==> src/rtl/lms_adapt_ctrl.sv <==
// LMS coefficient-adaptation sequencer: training/tracking phases, windowed |e| retrain monitor,
// shadow coefficient bank with commit pulse. Define LMS_ADAPT_CTRL_ERRMON_EN for o_err_sum/o_err_alarm.
module lms_adapt_ctrl #(
    parameter int NBe       = 9,
    parameter int Nw        = 9,
    parameter int NBw       = 7,
    parameter int NBFw      = 5,
    parameter int TRAIN_LEN = 600,
    parameter int WIN_LOG2  = 6,
    parameter int ERR_TH    = 2048
) (
    input  logic                  clkA,
    input  logic                  reset,
    input  logic                  i_start,
    input  logic                  i_freeze,
    input  logic                  i_sym_valid,
    input  logic signed [NBe-1:0] i_e,
    input  logic                  cfg_wr_valid,
    output logic                  cfg_wr_ready,
    input  logic [3:0]            cfg_wr_idx,
    input  logic signed [NBw-1:0] cfg_wr_data,
    input  logic                  cfg_commit,
    output logic                  o_enable,
    output logic                  o_debug_load,
    output logic [Nw*NBw-1:0]     o_coeffs,
`ifdef LMS_ADAPT_CTRL_ERRMON_EN
    output logic [NBe+WIN_LOG2-1:0] o_err_sum,
    output logic                    o_err_alarm,
`endif
    output logic [2:0]            o_state,
    output logic [7:0]            o_retrain_cnt
);

    localparam int AW = NBe + WIN_LOG2;
    localparam int CW = (TRAIN_LEN > 1) ? $clog2(TRAIN_LEN) : 1;

    typedef enum logic [2:0] {
        IDLE   = 3'd0,
        COMMIT = 3'd1,
        TRAIN  = 3'd2,
        TRACK  = 3'd3,
        FREEZE = 3'd4
    } state_t;

    state_t                  state, state_nx;
    logic                    ret_frz, ret_frz_nx;
    logic [CW-1:0]           sym_cnt, sym_cnt_nx;
    logic [WIN_LOG2-1:0]     win_cnt, win_cnt_nx;
    logic [AW-1:0]           acc, acc_nx;
    logic                    retrain, win_done;
    logic [NBe-1:0]          e_raw, e_mag;
    logic [AW-1:0]           win_sum;
    logic [Nw-1:0][NBw-1:0]  shadow;

    // Magnitude kept unsigned so the most negative error maps to 2^(NBe-1) without wrapping
    assign e_raw   = i_e;
    assign e_mag   = e_raw[NBe-1] ? (~e_raw + 1'b1) : e_raw;
    assign win_sum = acc + AW'(e_mag);

    always_comb begin
        state_nx   = state;
        ret_frz_nx = ret_frz;
        sym_cnt_nx = sym_cnt;
        win_cnt_nx = win_cnt;
        acc_nx     = acc;
        retrain    = 1'b0;
        win_done   = 1'b0;
        case (state)
            IDLE: begin
                if (cfg_commit) begin
                    state_nx   = COMMIT;
                    ret_frz_nx = 1'b0;
                end else if (i_start) begin
                    state_nx   = TRAIN;
                    sym_cnt_nx = '0;
                end
            end
            COMMIT: state_nx = ret_frz ? FREEZE : IDLE;
            TRAIN: begin
                if (i_freeze) begin
                    state_nx = FREEZE;
                end else if (i_sym_valid) begin
                    if (sym_cnt == CW'(TRAIN_LEN - 1)) begin
                        state_nx   = TRACK;
                        sym_cnt_nx = '0;
                        win_cnt_nx = '0;
                        acc_nx     = '0;
                    end else begin
                        sym_cnt_nx = sym_cnt + 1'b1;
                    end
                end
            end
            TRACK: begin
                if (i_freeze) begin
                    state_nx = FREEZE;
                end else if (i_sym_valid) begin
                    win_cnt_nx = win_cnt + 1'b1;
                    if (&win_cnt) begin
                        win_done = 1'b1;
                        acc_nx   = '0;
                        if (win_sum > AW'(ERR_TH)) begin
                            retrain    = 1'b1;
                            state_nx   = TRAIN;
                            sym_cnt_nx = '0;
                            win_cnt_nx = '0;
                        end
                    end else begin
                        acc_nx = win_sum;
                    end
                end
            end
            FREEZE: begin
                if (cfg_commit) begin
                    state_nx   = COMMIT;
                    ret_frz_nx = 1'b1;
                end else if (!i_freeze) begin
                    // Resume always lands in TRACK with a fresh window, even from mid-training
                    state_nx   = TRACK;
                    win_cnt_nx = '0;
                    acc_nx     = '0;
                end
            end
            default: state_nx = IDLE;
        endcase
    end

    always_ff @(posedge clkA or negedge reset) begin
        if (!reset) begin
            state         <= IDLE;
            ret_frz       <= 1'b0;
            sym_cnt       <= '0;
            win_cnt       <= '0;
            acc           <= '0;
            o_enable      <= 1'b0;
            o_retrain_cnt <= '0;
        end else begin
            state    <= state_nx;
            ret_frz  <= ret_frz_nx;
            sym_cnt  <= sym_cnt_nx;
            win_cnt  <= win_cnt_nx;
            acc      <= acc_nx;
            o_enable <= i_sym_valid & ((state == TRAIN) | (state == TRACK)) & ~i_freeze;
            if (retrain && (o_retrain_cnt != 8'hFF))
                o_retrain_cnt <= o_retrain_cnt + 1'b1;
        end
    end

    always_ff @(posedge clkA or negedge reset) begin
        if (!reset) begin
            for (int k = 0; k < Nw; k++)
                shadow[k] <= (k == Nw / 2) ? NBw'(1 << NBFw) : '0;
        end else if (cfg_wr_valid && cfg_wr_ready) begin
            for (int k = 0; k < Nw; k++)
                if (cfg_wr_idx == 4'(k)) shadow[k] <= cfg_wr_data;
        end
    end

`ifdef LMS_ADAPT_CTRL_ERRMON_EN
    always_ff @(posedge clkA or negedge reset) begin
        if (!reset) begin
            o_err_sum   <= '0;
            o_err_alarm <= 1'b0;
        end else begin
            o_err_alarm <= retrain;
            if (win_done) o_err_sum <= win_sum;
        end
    end
`endif

    assign cfg_wr_ready = (state == IDLE) || (state == FREEZE);
    assign o_debug_load = (state == COMMIT);
    assign o_coeffs     = shadow;
    assign o_state      = state;

endmodule

==> config.mk <==
export PLATFORM = sky130hd
export DESIGN_NAME = lms_adapt_ctrl
export DESIGN_NICKNAME = d
export VERILOG_FILES = /design/src/rtl/lms_adapt_ctrl.sv
export SDC_FILE = /design/constraint.sdc
export NUM_CORES = 1
export LEC_CHECK = 0
export ABC_AREA = 1
export ABC_CLOCK_PERIOD_IN_PS = 2000
export CAP_MARGIN = 10
export CORE_MARGIN = 8
export CORE_UTILIZATION = 40
export CTS_CLUSTER_DIAMETER = 80
export DETAILED_ROUTE_END_ITERATION = 8
export HOLD_SLACK_MARGIN = 0.15
export PLACE_DENSITY = 0.66
export SYNTH_ARGS = -nofsm -noshare
export SYNTH_HDL_FRONTEND = slang
export SYNTH_SLANG_ARGS = --single-unit
export TNS_END_PERCENT = 50
==> constraint.sdc <==
create_clock -name clkA -period 2 [get_ports clkA]
set_input_delay 0.2 -clock clkA [delete_from_list [all_inputs] [get_ports clkA]]
set_output_delay 0.2 -clock clkA [all_outputs]
set_load 0.01 [all_outputs]
### Word-level counts from Yosys, hierarchy flattened

Index checks and enable logic that the tools add are counted.

| storage, ports and cells | value |
|---|---|
| output and inout port bits | 77 |
| logic and storage cells | 134 |
| register bits | 107 |

| cells by class | value |
|---|---|
| reductions and logical operators | 22 |
| $lt $le $gt $ge | 1 |
| bitwise logic cells | 5 |
| eq/ne operators | 34 |
| add/subtract/negate cells | 5 |
| multiplexer cells | 51 |

Operators by type and width:

| cell | count |
|---|---|
| 2-to-1 mux 15 bit | 8 |
| 2-to-1 mux 10 bit | 9 |
| 2-to-1 mux 6 bit | 9 |
| case mux 15 bit (3 select lines) | 1 |
| 2-to-1 mux 3 bit | 12 |
| case mux 10 bit (3 select lines) | 1 |
| inequality test 2 bit, second input constant | 13 |
| inequality test 3 bit, second input constant | 7 |
| case mux 6 bit (3 select lines) | 1 |
| AND reduction 2 bit | 9 |
| equality test 4 x 3 -> 1 bit, second input constant | 4 |
| adder 15 x 9 -> 15 bit | 1 |
| greater-than comparator 15 x 12 -> 1 bit, second input constant | 1 |
| case mux 3 bit (5 select lines) | 1 |
| adder 10 x 1 -> 10 bit, second input constant | 1 |
| equality test 10 bit, second input constant | 1 |
| adder 9 x 1 -> 9 bit, second input constant | 1 |
| 2-to-1 mux 9 bit | 1 |
| inverter 9 bit | 1 |
| AND reduction 9 bit | 1 |
| adder 8 x 1 -> 8 bit, second input constant | 1 |
| equality test 4 x 2 -> 1 bit, second input constant | 2 |
| inequality test 8 bit, second input constant | 1 |
| AND reduction 8 bit | 1 |
| 20 further kinds | 30 |

### Depth between registers and ports, before layout

Gate-level depths: netlist of run 1.

| depth | value |
|---|---|
| word-level depth | 11 |
| depth in mapped cells | 24 |
| gate-level depth less buffers | 23 |

### Worst setup path before layout of run 1

Ideal clock, no wire load.

| timing path | value |
|---|---|
| kind | in2reg |
| start | input i_e[1] |
| end | register sym_cnt[5] |
| buffers on the path | 1 |
| path slack | -447 ps |
| stages | 20 |
| arrival | 2,329 ps |
| required time | 1,882 ps |
| cell sequence | inv_1 -> ha_1 -> inv_1 -> nor2_1 -> nand3_1 -> nor4_1 -> ha_1 -> nand2_1 -> inv_1 -> a21boi_2 -> nand3_2 -> nand2_1 -> nand2_1 -> nand2_1 -> nand2_1 -> nor2_4 -> nand3_1 -> nand2_1 -> buf_6 -> o21ai_2 |

| on the way | value |
|---|---|
| longest elaborated chain between the ends | 7 |

Ends and longest elaborated chain:

| element | line | RTL |
|---|---|---|
| start, declared | 17 | `input logic signed [NBe-1:0] i_e,` |
| inverter 9 bit | 57 | `assign e_mag = e_raw[NBe-1] ? (~e_raw + 1'b1) : e_raw;` |
| adder 9 x 1 -> 9 bit | 57 |  |
| 2-to-1 mux 9 bit * | 57 |  |
| adder 15 x 9 -> 15 bit * | 58 | `assign win_sum = acc + AW'(e_mag);` |
| greater-than comparator 15 x 12 -> 1 bit * | 101 | `if (win_sum > AW'(ERR_TH)) begin` |
| inequality test 2 bit (no line) * | - |  |
| AND reduction 9 bit (no line) * | - |  |
| end signal, assigned | 139 | `sym_cnt <= sym_cnt_nx;` |
| end, declared | 47 | `logic [CW-1:0] sym_cnt, sym_cnt_nx;` |

Mark *: on every way between the ends. The rest lies on a longest branch, timed or not.
A chain may end at the register's enable or synchronous reset.

### Worst setup path after layout of run 1

| timing path | value |
|---|---|
| start | input i_e[1] |
| end | register sym_cnt[3] |

Same word-level chain as after synthesis.

==> impl_metrics.tcl, run 1 <==
set metrics [dict create \
    r2r_slack_ps -450 \
    power_density_nw_per_um2 1270 \
    drv_cap 0 \
    clk_latency_ps 350 \
    ys_types 42 \
    critPathSlowestCell "ha_1" \
    outcome "finished with violations" \
    ant_nets 0 \
    io_buffers 103 \
    arrival_ps 2770 \
    grt_pass1_vias 5425 \
    dp_hpwl_mm 11.6 \
    clock-root-buffer "clkbuf_16" \
    crit_path_end_kind "flop" \
    drv_slew 0 \
    timing.rr.start "acc[0]" \
    path_clk_slew_ps 80 \
    avgSynthCellArea_sq_um 8.23 \
    first_iter_violations 259 \
    fin_crit_ps 2530 \
    synth_area_leaders "dfrtp_1, nand2_1, o21ai_0" \
    fp-row-count 43 \
    htreeDepth 3 \
    place_ws_ps -1310 \
    postSynthCellCount 679 \
    die_x_microns 134 \
    crit_chain "buf_6 > inv_8 > ha_4 > inv_2 > nor2_4 > buf_6 > a21oi_2 > xor2_1 > ha_1 > nand2_2 > buf_6 > nor2_4 > nand3_2 > nand3_4 > inv_2 > o21ai_2 > nand2_2 > nor2_4 > nand3_2 > nand2_4 > buf_12 > buf_16 > o21ai_2" \
    track_usage 0.185 \
    grt_overflow_total 0 \
    slowest_delay_ps 370 \
    timing.rr.end "sym_cnt[3]" \
    regArea_sq_um 2680 \
    hp-class "in -> async" \
    drive_above_1_share 0.273 \
    layout.nets 891 \
    peakVddDrop_mv 0.857 \
    grt_pass1_wl_mm 26.9 \
    yosysSeqAreaShare 0.480 \
    fp.dieH_microns 134 \
    wire_per_inst_microns 15.7 \
    start_util 0.406 \
    diodes 0 \
    syn_area_sq_um 5590 \
    path_buf_inv 8 \
    fin_skew_ps 9.26 \
    synth_seq_cells 107 \
    worstRegToRegCells 16 \
    finalPower_mw 10.3 \
    max_freq_mhz 396 \
    setup_viol 27 \
    dpl_cell_area_sq_um 7240 \
    first_pass_iters 4 \
    critPathTopFamily "simple AND/OR/NAND/NOR gates" \
    rsz0062_at_grt "yes" \
    antenna_found_initial 0 \
    worstSetupPathType "in -> reg" \
    core_area_sq_um 13800 \
    instances_no_fill 1035 \
    finalInstanceArea_sq_um 8070 \
    fillers 1204 \
    required_ps 2240 \
    synthesis.nets 720 \
    grt_max_degree 48 \
    finalHoldWorstSlack_ps 345 \
    cts_tree "yes" \
    gpl.final_weighted_congestion 0.940 \
    cp_num_cells 23 \
    ys_warn_count 0 \
    hold_violations 0 \
    drc 0 \
    tns_ps -11810 \
    crit_start "i_e[1]" \
    finalCritPeriodShare 1.26 \
    dieArea_sq_um 18000 \
    routed_wirelength_mm 16.2 \
    avgViaCountPerCell 4.99 \
    relSlewSlack 0.652 \
    clock-sinks 107 \
    setup.worst_path.end "sym_cnt[3]" \
    vias 5166 \
    violations "setup timing" \
    syn_to_final_growth_pct 44.5 \
    cts_made_buffers 9 \
    yosysTopAreaCellShare 0.475 \
    synth_top_cell_by_area "dfrtp_1" \
    cp-start-kind "primary input" \
    io_pins 104 \
    worstMarginPinSlew_ps 521 \
    worst_slack_ps -527 \
    dp.cells 1003 \
    p_leak_nw 3.76 \
    multi_input_area_sq_um 2880 \
    clock_path_buffers 2 \
    final_util 0.586 \
    critPathMaxFanout 5 \
]
[registers in the layout, summed over array words and instances, names as in the netlist]
name and flops:
sym_cnt 10, o_enable 1, ret_frz 1, o_state 3, acc 15, win_cnt 6
o_coeffs 63, o_retrain_cnt 8
[cell type report]
class	count	area share
Clock buffer	11	0.0313
Clock inverter	5	0.00605
Inverter	84	0.0416
Multi-Input combinational cell	473	0.356
Sequential cell	107	0.332
Tap cell	180	0.0279
Timing Repair Buffer	175	0.205
[cell usage after synthesis]
library cell / n
nand2_2: 10
nor4_1: 2
o21ai_2: 18
a21boi_2: 1
nand3_1: 40
xor2_1: 6
dfrtp_1: 106
nor3_4: 2
a31oi_2: 1
nor2_1: 30
ha_1: 13
nand3_2: 3
fa_1: 1
nand3b_1: 3
o21ai_1: 8
nor2_2: 2
a21boi_4: 1
a2111oi_0: 1
a211oi_1: 1
a22o_1: 1
nor2_4: 4
buf_12: 1
nand4_1: 7
or2_2: 3
buf_6: 2
nand3_4: 1
o21bai_1: 1
dfstp_2: 1
buf_2: 4
nor3_2: 1
o21ai_0: 80
clkbuf_1: 9
nor3_1: 7
a21oi_1: 13
inv_1: 78
nand2_1: 195
inv_2: 6
a21o_1: 2
xor2_2: 1
o22ai_1: 4
a21oi_2: 2
xnor2_1: 7
[what timing repair did]
item | in CTS | in global routing
setup endpoints to repair | 37 | 40
cloned | 4 | 0
hold endpoints to repair | 36 | 0
gates resized for setup | 79 | 62
setup buffers | 9 | 6
hold buffers | 1 | 0
pin swaps | 37 | 39
[cell usage in the layout (no fill, tap or decap), drive strengths merged]
master and count:
nand2 205, dfrtp 106, o21ai 106, clkdlybuf4s50 93
inv 89, buf 74, nand3 45, nor2 36
clkbuf 15, a21oi 15, ha 13, nor3 10
nand4 7, xnor2 7, xor2 7, o22ai 4
nand3b 3, or2 3, dlygate4sd2 3, a21boi 2
a21o 2, nor4 2, o21bai 1, a31oi 1
a2111oi 1, a22o 1, a211oi 1, fa 1
dlygate4sd3 1, dfstp 1
[routing by layer]
layer	vias to the layer above	GRT usage	wire [microns]	share of wire
met4	0	0.0430	153	0.0094
met5	-	0	0	0
met1	2489	0.208	6580	0.41
met3	16	0.0826	1380	0.085
met2	124	0.315	8110	0.50
li1	2537	-	-	-
[how the worst min path moves through the flow]
| stage | start | end | slack (ps) | depth (start not counted) |
|---|---|---|---|---|
| global placement | reset | acc[5] | 210 | 1 |
| floorplan | reset | acc[0] | -100 | 0 |
| detailed placement | reset | acc[5] | 210 | 1 |
| global route | reset | o_retrain_cnt[4] | 420 | 2 |
| finish | reset | acc[5] | 340 | 2 |
| CTS | reset | acc[5] | 370 | 2 |
[cells by family after synthesis]
kind of cell / Yosys count / share of synthesized area
AOI/OAI and AO/OA: 134 / 0.142
xor gates and xnor gates: 14 / 0.0233
adders and majority gates: 14 / 0.0327
buffers and inverters: 100 / 0.0737
DFF: 107 / 0.480
and+or+nand+nor: 310 / 0.248
[power by group]
part	switching (mW)	internal [mW]
Sequential	0.497	2.90
Combinational	2.50	2.57
Clock	0.861	0.946
Total	3.86	6.42
Power figures use the tool's default switching activity.
==> run 2: changes to the inputs <==
--- a/config.mk
+++ b/config.mk
@@ -6,14 +6,14 @@
 export NUM_CORES = 1
 export LEC_CHECK = 0
 export ABC_AREA = 1
-export ABC_CLOCK_PERIOD_IN_PS = 2000
+export ABC_CLOCK_PERIOD_IN_PS = 2500
 export CAP_MARGIN = 10
 export CORE_MARGIN = 8
 export CORE_UTILIZATION = 40
+export CTS_BUF_LIST = sky130_fd_sc_hd__clkbuf_16
 export CTS_CLUSTER_DIAMETER = 80
 export DETAILED_ROUTE_END_ITERATION = 8
 export HOLD_SLACK_MARGIN = 0.15
-export PLACE_DENSITY = 0.66
 export SYNTH_ARGS = -nofsm -noshare
 export SYNTH_HDL_FRONTEND = slang
 export SYNTH_SLANG_ARGS = --single-unit
==> constraint.sdc (replaced) <==
create_clock -name clkA -period 2.5 [get_ports clkA]
set_input_delay 0.25 -clock clkA [delete_from_list [all_inputs] [get_ports clkA]]
set_output_delay 0.25 -clock clkA [all_outputs]
set_load 0.01 [all_outputs]
==> impl_metrics.tcl, run 2 (synthesis results as in run 1) <==
set metrics [dict create \
    antenna_found_initial 0 \
    grt_overflow_total 0 \
    finalCritPeriodShare 0.998 \
    critPathSlowestCell "clkdlybuf4s50_1" \
    final_util 0.574 \
    fin_crit_ps 2500 \
    p_leak_nw 3.63 \
    worstRegToRegCells 17 \
    grt_pass1_wl_mm 26.1 \
    clock-sinks 107 \
    grt_max_degree 74 \
    instances_no_fill 1020 \
    die_x_microns 134 \
    worstMarginPinSlew_ps 554 \
    clock-root-buffer "clkbuf_16" \
    setup_viol 0 \
    largest_reg_flops 63 \
    drc 0 \
    place_ws_ps -870 \
    cp_num_cells 16 \
    first_iter_violations 253 \
    hp-class "in -> async" \
    crit_start "i_e[7]" \
    dp.cells 978 \
    dieArea_sq_um 18000 \
    multi_input_area_sq_um 2840 \
    path_buf_inv 4 \
    wire_per_inst_microns 15.2 \
    max_freq_mhz 401 \
    worst_slack_ps 4.73 \
    fillers 1250 \
    timing.rr.start "acc[0]" \
    worstSetupPathType "in -> reg" \
    layout.nets 876 \
    grt_pass1_vias 5297 \
    drive_above_1_share 0.245 \
    track_usage 0.180 \
    r2r_slack_ps 40 \
    start_util 0.406 \
    cp-start-kind "primary input" \
    drv_slew 0 \
    syn_to_final_growth_pct 41.5 \
    timing.rr.end "sym_cnt[0]" \
    crit_path_end_kind "flop" \
    routed_wirelength_mm 15.5 \
    ant_nets 0 \
    peakVddDrop_mv 0.706 \
    dp_hpwl_mm 11.0 \
    fp.dieH_microns 134 \
    critPathMaxFanout 4 \
    arrival_ps 2730 \
    outcome "finished, final reports clean" \
    layout.cells.most_common_list "nand2_1, dfrtp_1, clkdlybuf4s50_1" \
    io_pins 104 \
    required_ps 2730 \
    cts_tree "yes" \
    first_pass_iters 4 \
    htreeDepth 3 \
    rsz0062_at_grt "yes" \
    clock_path_buffers 2 \
    cts_made_buffers 9 \
    slowest_delay_ps 480 \
    fp-row-count 43 \
    fin_skew_ps 5.66 \
    power_density_nw_per_um2 1020 \
    avgViaCountPerCell 4.90 \
    diodes 0 \
    regArea_sq_um 2680 \
    io_buffers 103 \
    vias 5002 \
    crit_top_cell "nand2_2" \
    core_area_sq_um 13800 \
    hold_violations 0 \
    drv_cap 0 \
    gpl.final_weighted_congestion 0.911 \
    crit_chain "clkdlybuf4s50_1 > nor4_4 > ha_4 > nand2_1 > inv_1 > a21oi_4 > nand2_2 > nand2_2 > xor2_2 > nand2_2 > buf_6 > buf_4 > nand3_2 > nand2_2 > nand2_1 > nand3_1" \
    path_clk_slew_ps 70 \
    final_common_cell "nand2_1" \
    clk_latency_ps 350 \
    relSlewSlack 0.621 \
    critPathTopFamily "simple AND/OR/NAND/NOR gates" \
]
run 2: how the worst max path moves through the flow:
stage,end,slack [ps]
3_3_place_gp,o_retrain_cnt[5],-780
6_report,o_state[2],5
2_1_floorplan,sym_cnt[5],3
4_1_cts,sym_cnt[3],-60
5_1_grt,sym_cnt[0],-170
3_5_place_dp,o_retrain_cnt[5],-870
run 2: metal layers:
layer | GRT usage | vias to the layer above | wire [microns]
li1 | - | 2502 | -
met2 | 0.308 | 94 | 7770
met1 | 0.197 | 2396 | 6330
met3 | 0.0838 | 10 | 1320
met4 | 0.0455 | 0 | 123
met5 | 0 | - | 0
run 2: layout make-up:
class	count	share of cell area
clock buffer	9	0.0285
tap	180	0.0285
timing repair buffer	160	0.197
sequential	107	0.339
clock inverter	7	0.00633
inverter	84	0.0412
multi-input combinational	473	0.360
run 2: timing repair:
item,4_1_cts,5_1_grt
pin swaps,42,36
resized for setup,95,38
hold endpoints to repair,33,0
buffers inserted,22,3
setup endpoints to repair,26,25
cloned,4,0
hold buffers,1,0
run 2: through the flow:
step | power [mW] | area (sq um) | hold slack [ps] | setup TNS (ps)
6_report | 8.04 | 7910 | 395 | 0
5_1_grt | 8.60 | 7910 | 442 | -3700
4_1_cts | 8.19 | 7820 | 407 | -537
3_5_place_dp | 6.06 | 7010 | 242 | -22380
3_3_place_gp | 6.02 | 7010 | 238 | -19310
2_1_floorplan | 4.26 | 5590 | -45.6 | 0
run 2: worst register-to-register path, stage by stage, from the launching register on:
cell,delay (ps)
dfrtp_1,350
ha_1,160
inv_1,60
fa_2,530
nand2_1,50
a21oi_1,130
nand3_1,90
nor2_1,130
nand3_2,110
nor2_4,130
nand2_2,60
nand2_2,80
nand3_2,70
nand2_2,100
buf_6,120
buf_12,130
nand2_4,50
o21ai_2,60
run 2: power by group:
group	switching, mW	internal (mW)	total, mW
Sequential	0.432	2.32	2.75
Combinational	1.92	2.02	3.94
Clock	0.671	0.683	1.35
